[config.mk]
export PLATFORM = sky130hd
export DESIGN_NAME = fns_cac_enc_seq
export DESIGN_NICKNAME = d
export VERILOG_FILES = /design/src/rtl/fns_pkg.sv /design/src/rtl/fns_weight_rom.sv /design/src/rtl/fns_cac_enc_seq.sv
export SDC_FILE = /design/constraint.sdc
export NUM_CORES = 1
export LEC_CHECK = 0
export ABC_AREA = 1
export CORE_ASPECT_RATIO = 0.5
export CORE_UTILIZATION = 30
export DETAILED_ROUTE_END_ITERATION = 8
export PLACE_DENSITY = 0.48
export SKIP_CTS_REPAIR_TIMING = 1
export SYNTH_ARGS = -nofsm -noshare
export SYNTH_HDL_FRONTEND = slang
export SYNTH_SLANG_ARGS = --single-unit
[constraint.sdc]
create_clock -name clk -period 4.4 [get_ports clk]
set_input_delay 0.88 -clock clk [delete_from_list [all_inputs] [get_ports clk]]
set_output_delay 0.88 -clock clk [all_outputs]
set_load 0.005 [all_outputs]
[src/rtl/fns_pkg.sv]
// Shared FNS definitions: weight function, width limit and controller state encoding.
// Used by the encoder and the FNS codeword decoders so the weight series is defined once.
package fns_pkg;

  localparam int unsigned FNS_MAX_CW = 16;

  typedef enum logic [1:0] {
    IDLE = 2'd0,
    CONV = 2'd1,
    DONE = 2'd2
  } fns_state_e;

  // Weight of codebit k: W[0]=1, W[1]=2, W[k]=W[k-1]+W[k-2].
  function automatic int unsigned fns_weight(input int unsigned k);
    int unsigned a;
    int unsigned b;
    int unsigned c;
    a = 1;
    b = 2;
    if (k == 0) return 1;
    for (int unsigned i = 2; i <= k; i++) begin
      c = a + b;
      a = b;
      b = c;
    end
    return b;
  endfunction

endpackage

[src/rtl/fns_weight_rom.sv]
// Combinational lookup of the FNS weight W[idx] for codebit positions 0..CW-1.
module fns_weight_rom
  import fns_pkg::*;
#(
  parameter int unsigned CW = 8,
  parameter int unsigned DW = 6,
  parameter int unsigned IW = 3
) (
  input  logic [IW-1:0] idx_i,
  output logic [DW-1:0] w_o
);

  logic [DW-1:0] rom [CW];

  // Constant table built at elaboration from the shared weight function.
  for (genvar k = 0; k < CW; k++) begin : g_rom
    assign rom[k] = DW'(fns_weight(k));
  end

  // Select the entry matching idx; indices beyond CW-1 read as zero.
  always_comb begin
    w_o = '0;
    for (int unsigned k = 0; k < CW; k++) begin
      if (idx_i == IW'(k)) w_o = rom[k];
    end
  end

endmodule

[src/rtl/fns_cac_enc_seq.sv]
// Sequential FNS crosstalk-avoidance encoder: binary word -> CW-bit Fibonacci codeword.
// Greedy MSB-first conversion, one codebit per cycle, valid/ready on input and output.
// Optional range check enabled by defining FNS_ENC_RANGE_CHK_EN (adds the out_err port).
module fns_cac_enc_seq
  import fns_pkg::*;
#(
  parameter int unsigned CW = 8,
  parameter int unsigned DW = 6
) (
  input  logic          clk,
  input  logic          rst_n,
  input  logic          in_valid,
  output logic          in_ready,
  input  logic [DW-1:0] in_data,
  output logic          out_valid,
  input  logic          out_ready,
  output logic [CW-1:0] out_code
`ifdef FNS_ENC_RANGE_CHK_EN
  ,
  output logic          out_err
`endif
);

  localparam int unsigned IW = $clog2(CW);
  localparam int unsigned RW = DW + 1;

  // Elaboration-time sanity of the parameter pair.
  if (CW < 3 || CW > FNS_MAX_CW) begin : g_cw_bad
    $error("fns_cac_enc_seq: CW=%0d outside 3..%0d", CW, FNS_MAX_CW);
  end
  if (DW != $clog2(fns_weight(CW))) begin : g_dw_bad
    $error("fns_cac_enc_seq: DW=%0d must equal clog2(W[CW])=%0d", DW, $clog2(fns_weight(CW)));
  end

  fns_state_e    state_q, state_d;
  logic [RW-1:0] rem_q, rem_d;
  logic [IW-1:0] idx_q, idx_d;
  logic [CW-1:0] code_q, code_d;
  logic [CW-1:0] out_code_q, out_code_d;
  logic          out_valid_q, out_valid_d;
  logic          in_ready_q, in_ready_d;
  logic [DW-1:0] w_cur;
  logic          take_bit;
`ifdef FNS_ENC_RANGE_CHK_EN
  localparam int unsigned WTOP = fns_weight(CW);
  logic          err_q, err_d;
  logic          out_err_q, out_err_d;
`endif

  fns_weight_rom #(
    .CW (CW),
    .DW (DW),
    .IW (IW)
  ) u_weight_rom (
    .idx_i (idx_q),
    .w_o   (w_cur)
  );

  // Greedy decision for the current codebit.
`ifdef FNS_ENC_RANGE_CHK_EN
  assign take_bit = !err_q && (rem_q >= RW'(w_cur));
`else
  assign take_bit = rem_q >= RW'(w_cur);
`endif

  // Next-state and output decode.
  always_comb begin
    state_d     = state_q;
    rem_d       = rem_q;
    idx_d       = idx_q;
    code_d      = code_q;
    out_code_d  = out_code_q;
    out_valid_d = out_valid_q;
    in_ready_d  = in_ready_q;
`ifdef FNS_ENC_RANGE_CHK_EN
    err_d       = err_q;
    out_err_d   = out_err_q;
`endif
    case (state_q)
      IDLE: begin
        in_ready_d = 1'b1;
        if (in_valid && in_ready_q) begin
          rem_d      = RW'(in_data);
          idx_d      = IW'(CW - 1);
          code_d     = '0;
          in_ready_d = 1'b0;
          state_d    = CONV;
`ifdef FNS_ENC_RANGE_CHK_EN
          err_d      = (32'(in_data) >= WTOP);
          out_err_d  = 1'b0;
`endif
        end
      end
      CONV: begin
        in_ready_d    = 1'b0;
        code_d[idx_q] = take_bit;
        if (take_bit) rem_d = rem_q - RW'(w_cur);
        if (idx_q == '0) begin
          state_d     = DONE;
          out_valid_d = 1'b1;
          out_code_d  = code_d;
`ifdef FNS_ENC_RANGE_CHK_EN
          out_err_d   = err_q;
`endif
        end else begin
          idx_d = idx_q - IW'(1);
        end
      end
      DONE: begin
        in_ready_d = 1'b0;
        if (out_ready) begin
          state_d     = IDLE;
          out_valid_d = 1'b0;
          in_ready_d  = 1'b1;
        end
      end
      default: begin
        state_d     = IDLE;
        out_valid_d = 1'b0;
        in_ready_d  = 1'b0;
      end
    endcase
  end

  // State and output registers, synchronous active-low reset.
  always_ff @(posedge clk) begin
    if (!rst_n) begin
      state_q     <= IDLE;
      rem_q       <= '0;
      idx_q       <= '0;
      code_q      <= '0;
      out_code_q  <= '0;
      out_valid_q <= 1'b0;
      in_ready_q  <= 1'b0;
`ifdef FNS_ENC_RANGE_CHK_EN
      err_q       <= 1'b0;
      out_err_q   <= 1'b0;
`endif
    end else begin
      state_q     <= state_d;
      rem_q       <= rem_d;
      idx_q       <= idx_d;
      code_q      <= code_d;
      out_code_q  <= out_code_d;
      out_valid_q <= out_valid_d;
      in_ready_q  <= in_ready_d;
`ifdef FNS_ENC_RANGE_CHK_EN
      err_q       <= err_d;
      out_err_q   <= out_err_d;
`endif
    end
  end

  assign in_ready  = in_ready_q;
  assign out_valid = out_valid_q;
  assign out_code  = out_code_q;
`ifdef FNS_ENC_RANGE_CHK_EN
  assign out_err   = out_err_q;
`endif

endmodule

-- After elaboration in Yosys (flattened, before gate mapping)
Index checks and enable logic that the tools add are counted.
- bitwise operators: 1
- add/subtract/negate cells: 2
- equal/unequal tests: 14
- mux-type cells: 29
- reduce and logical (&&, ||, !) cells: 11
- $lt $le $gt $ge: 3
- operators by type and width (kind ; count):
    $pmux 8 s2 ; 1
    $mux 7 ; 2
    $pmux 7 s2 ; 1
    $eq 3x3->1 const B ; 4
    $reduce_and 3->1 ; 4
    $mux 2 ; 5
    $ne 2x2->1 const B ; 5
    $mux 3 ; 3
    $bwmux 8 ; 1
    $mux 4 ; 2
    $mux 8 ; 1
    $ge 7x6->1 ; 1
    $sub 7x6->7 ; 1
    $eq 3x2->1 const B ; 2
    $mux 1 ; 6
    $mux 6 ; 1
    $pmux 2 s3 ; 1
    $pmux 3 s2 ; 1
    $mux 5 ; 1
    $lt 3x4->1 const B ; 1
    $reduce_and 2->1 ; 2
    $demux 1 s3 ; 1
    $eq 3x1->1 const B ; 1
    $ge 3x1->1 const B ; 1
    other kinds (10) ; 11
- input port bits: 10
- register bits after elaboration: 30
- logic and storage cells: 67

-- Logic depth before layout (Yosys ltp)
- depth after elaboration: 12
- depth in mapped cells: 16
- depth with buffers taken out: 16

-- Modules after synthesis
Synthesis repeated with hierarchy kept, for this count alone.
- cell total of the unflattened synthesis: 298
- area, all modules: 1949.4 um2
- modules (own cells, without submodules) (module ; area each (um2) ; times used ; cells an instance ; sequential area each (um2)):
    fns_cac_enc_seq ; 1869.3 ; 1 ; 278 ; 600.6
    fns_weight_rom ; 80.1 ; 1 ; 20 ; 0.0

-- Worst setup path after synthesis
OpenSTA, ideal clock, no wires.
- kind: reg2reg
- start: reg idx_q[0]
- end: reg rem_q[6]
- cell stages (with the launch flop): 15
- slack: 1.707 ns
- arrival time: 2.581 ns
- buffers on the path: 0
- path through: dfxtp_1 inv_1 ha_1 or2_2 a21oi_1 o221ai_1 ha_1 fa_1 nand3b_1 nor2_1 nor2_1 nor2_1 nor2_1 nor2_1 nor2_1
- cells in the longest elaborated chain, start to end: 12
- elaborated cells between the ends (all ways): 22
- ends and longest elaborated chain (element ; line ; source):
    from (decl) ; fns_cac_enc_seq.sv:37 ; logic [IW-1:0] idx_q, idx_d;
    from (signal assigned) ; fns_cac_enc_seq.sv:142 ; idx_q <= idx_d;
    $logic_not 3->1 ; fns_weight_rom.sv:24 ; if (idx_i == IW'(k)) w_o = rom[k];
    $mux 1 ; fns_weight_rom.sv:24 ;
    $mux 2 (2 in series) ; fns_weight_rom.sv:24 ;
    $mux 3 ; fns_weight_rom.sv:24 ;
    $mux 4 (2 in series) ; fns_weight_rom.sv:24 ;
    $mux 5 ; fns_weight_rom.sv:24 ;
    $mux 6 (*) ; fns_weight_rom.sv:24 ;
    $sub 7x6->7 / $ge 7x6->1 (equally long branches) ; fns_cac_enc_seq.sv:97, fns_cac_enc_seq.sv:63 ;
    $mux 7 / $ne 2x2->1 (equally long branches) ; n/a ;
    $pmux 7 s2 / $reduce_and 3->1 (equally long branches) ; n/a ;
    to (signal assigned) ; fns_cac_enc_seq.sv:141 ; rem_q <= rem_d;
    to (decl) ; fns_cac_enc_seq.sv:36 ; logic [RW-1:0] rem_q, rem_d;
Every way passes the cells marked *; elsewhere a longest branch is shown, timed or not. The select of a mux whose other input is x is not followed.
A chain may end at the register's enable or synchronous reset.

-- Final worst setup path
Same ends and word-level chain as after synthesis.

==> metrics.txt <==
outcome finished clean; Placement Cell Area between 2000 and 2500 um^2; Lkg Pwr 1.104 nW; most used cell along the critical path nor2_1; GR Util All Layers 14.69%; Cell variety after synth 30; most frequent cell after synthesis nand2_1; DR pass1 iterations 4; critical path required time 4.61 ns; area delta synth->final 21.16%; Initial Util 31.35%; most area-hungry cell type in the Yosys netlist dfxtp_1; Worst-Margin Slew between 0.7 and 0.8 ns; Slew Viols, Final 0; Clock Pin Slew Worst Setup and Hold Paths approximately 0.05 ns; vias in the first global route 1642; setup TNS 0 ns; Finish-stage setup viols 0; top cells by instance count after synthesis nand2_1 (81), nor2_1 (43), inv_1 (39); Yosys reg bits 30; WL met3 130 um; Hold Startpoint state_q[1]$_SDFFE_PN0P_; total gr overflow 0; Rows 20; post-synthesis cell count 295; Die Area 6750 um^2; Fmax ~0.32 GHz; max layer used met4; Critical Path Start idx_q[0]$_SDFFE_PN0P_; DRC Markers 0; area share of the leading cell type in the synthesized netlist between 30% and 40%; Mapped Nets 318; gpl congestion 0.8082; CP cell instances inv_1 -> ha_1 -> or2_2 -> a21oi_1 -> o221ai_1 -> ha_1 -> fa_1 -> nand3b_1 -> nor2_1 -> nor2_1 -> nand2_1 -> nand2_1 -> nor2_1 -> nor2_1 -> nor2_1; IO Port Bufs 19; routed wire length between 4000 and 5000 um; Die H just under 60 um; critical path startpoint category register; RR Startpoint idx_q[0]$_SDFFE_PN0P_; final net count 336; MaxCap Viol Count 0; H-tree Lvls 2; worst relative slew slack about half; first-pass GRT wire length 7624 um; PD cells 487.2 nW/um^2; reg-to-reg critical path endpoint rem_q[6]$_SDFFE_PN0P_; Peak VDD IR 229.4 uV; I/O pins 20; Worst-Skew Late Latency roughly 0.27 ns; detailed placer's ending HPWL 3188 um; worst-path fanout max 8; post-synthesis sequential area ratio 31.25%; root cell of the clock tree clkbuf_16; part of the cycle the worst path needs a little under three quarters; crit path time final approximately 3.1 ns; RSZ-0062 raised after global routing false; synthesized cell area 1922 um^2; Num Clock Sinks 30; skew final 0.002583 ns; clock tree from TritonCTS yes; CP endpoint rem_q[6]$_SDFFE_PN0P_; wire per inst 11.34 um; hold crit path type reg -> reg; Num CTS Buffers 5; CP max stage delay 0.46 ns; Die Wd 115.2 um; met2 WL 1896 um; syn_area_per_cell 6.515 um^2; fin area around 2300 um^2; largest net degree at the start of global routing 22; endpoint type of the worst setup path register; crit path max-delay cell type dfxtp_1; post-route core utilization 37.98%; final hold slack approximately 0.44 ns; antenna-violating nets left 0; worst r2r path cells 15; antenna fix cells 0; initial antenna violation count 0; Core ar. 6131 um^2; CP Class reg -> reg; ys flop type dfxtp_1; Area contributors post-synth dfxtp_1 (31%), nand2_1 (16%), nor2_1 (8.4%); DRT iter0 DRCs 94; Yosys Warn Count 0; Via Count 1770; Metal-1 WL approximately 2500 um; Reg2Reg Setup Slack 1.27 ns; DR vias/cell about 4.4; share of post-route cells with drive strength above 1 7.962%; Worst Path Arrival approximately 3.3 ns; final hold vios 0; Post-synth ARST share 0%; EDFF count, synth 0; CTS Buffer Depth 2
-- power breakdown --
group	leakage [nW]	internal [W]	total (W)	switching, W
Clock	0.0729	0.000224	0.000349	0.000125
Combinational	0.786	0.000171	0.000455	0.000284
Sequential	0.245	0.000303	0.000331	0.0000276
-- worst max-delay path: cells and delay by family, from the launching register on --
family	cells	cell delay (ns)
AOI/OAI and AO/OA	2	0.46
adders and majority gates	3	0.89
buffers and inverters	1	0.20
DFF	1	0.46
and+or+nand+nor	9	1.06
-- layout make-up --
cell class              count  area (um^2)
inverters                  40        150.1
fillers                   667         3802
clock buffers               6        138.9
multi-input cells         217         1126
repair buffers             19        190.2
well taps                  88        110.1
clock inverters             2        12.51
flip-flops and latches     30        600.6
-- kinds of logic (layout without fill, tap and decap cells) --
kind of cell	count (synthesis)	count (layout)	synth area share [%]
adders and majority gates	13	13	8.854
AOI/OAI and AO/OA	25	25	7.683
buffers and inverters	48	67	10.16
DFF	30	30	31.25
and+or+nand+nor	177	177	41.15
xor gates and xnor gates	2	2	0.9116
-- how the worst min path moves through the flow --
stage	end	slack, ns	cells after the start
2_1_floorplan	out_valid$_SDFFE_PN0P_	0.41	1
3_3_place_gp	out_valid$_SDFFE_PN0P_	0.42	1
3_5_place_dp	out_valid$_SDFFE_PN0P_	0.44	1
4_1_cts	out_valid$_SDFFE_PN0P_	0.45	1
5_1_grt	out_valid$_SDFFE_PN0P_	0.47	1
6_report	out_valid$_SDFFE_PN0P_	0.44	1
-- state kept, by name, summed over array words and instances, names as in the netlist --
register and count:
code_q 8, idx_q 3, in_ready 1, out_code 8, out_valid 1, rem_q 7, state_q 2
-- per-stage QoR --
stage / total power [W] / worst slack, ns / std cells
floorplan: 0.0006861 / 1.707 / 295
global placement: 0.0007867 / 1.435 / 394
detailed placement: 0.0007904 / 1.337 / 394
CTS: 0.001147 / 1.308 / 402
global route: 0.001228 / 0.9397 / 402
finish: 0.001135 / 1.273 / 402
-- cells in the final DEF (no fill, tap or decap), types with 2 or more instances in the layout --
cell and count:
nand2_1 81, nor2_1 43, inv_1 39, dfxtp_1 30, clkdlybuf4s50_1 19, nand3_1 16, a21oi_1 16, ha_1 12
or2_2 9, nand4_1 9, nor3_1 8, o21ai_0 5, clkbuf_16 5, or2_1 2, nor2_2 2, nand3b_1 2
xor2_1 2
-- layer usage --
layer / up-vias / global-route usage, %
met5: - / 0
met4: 0 / 3.340
met3: 6 / 4.119
met2: 26 / 24.44
met1: 773 / 19.14
li1: 965 / -
Note: power is estimated with default switching activity, not from simulation.
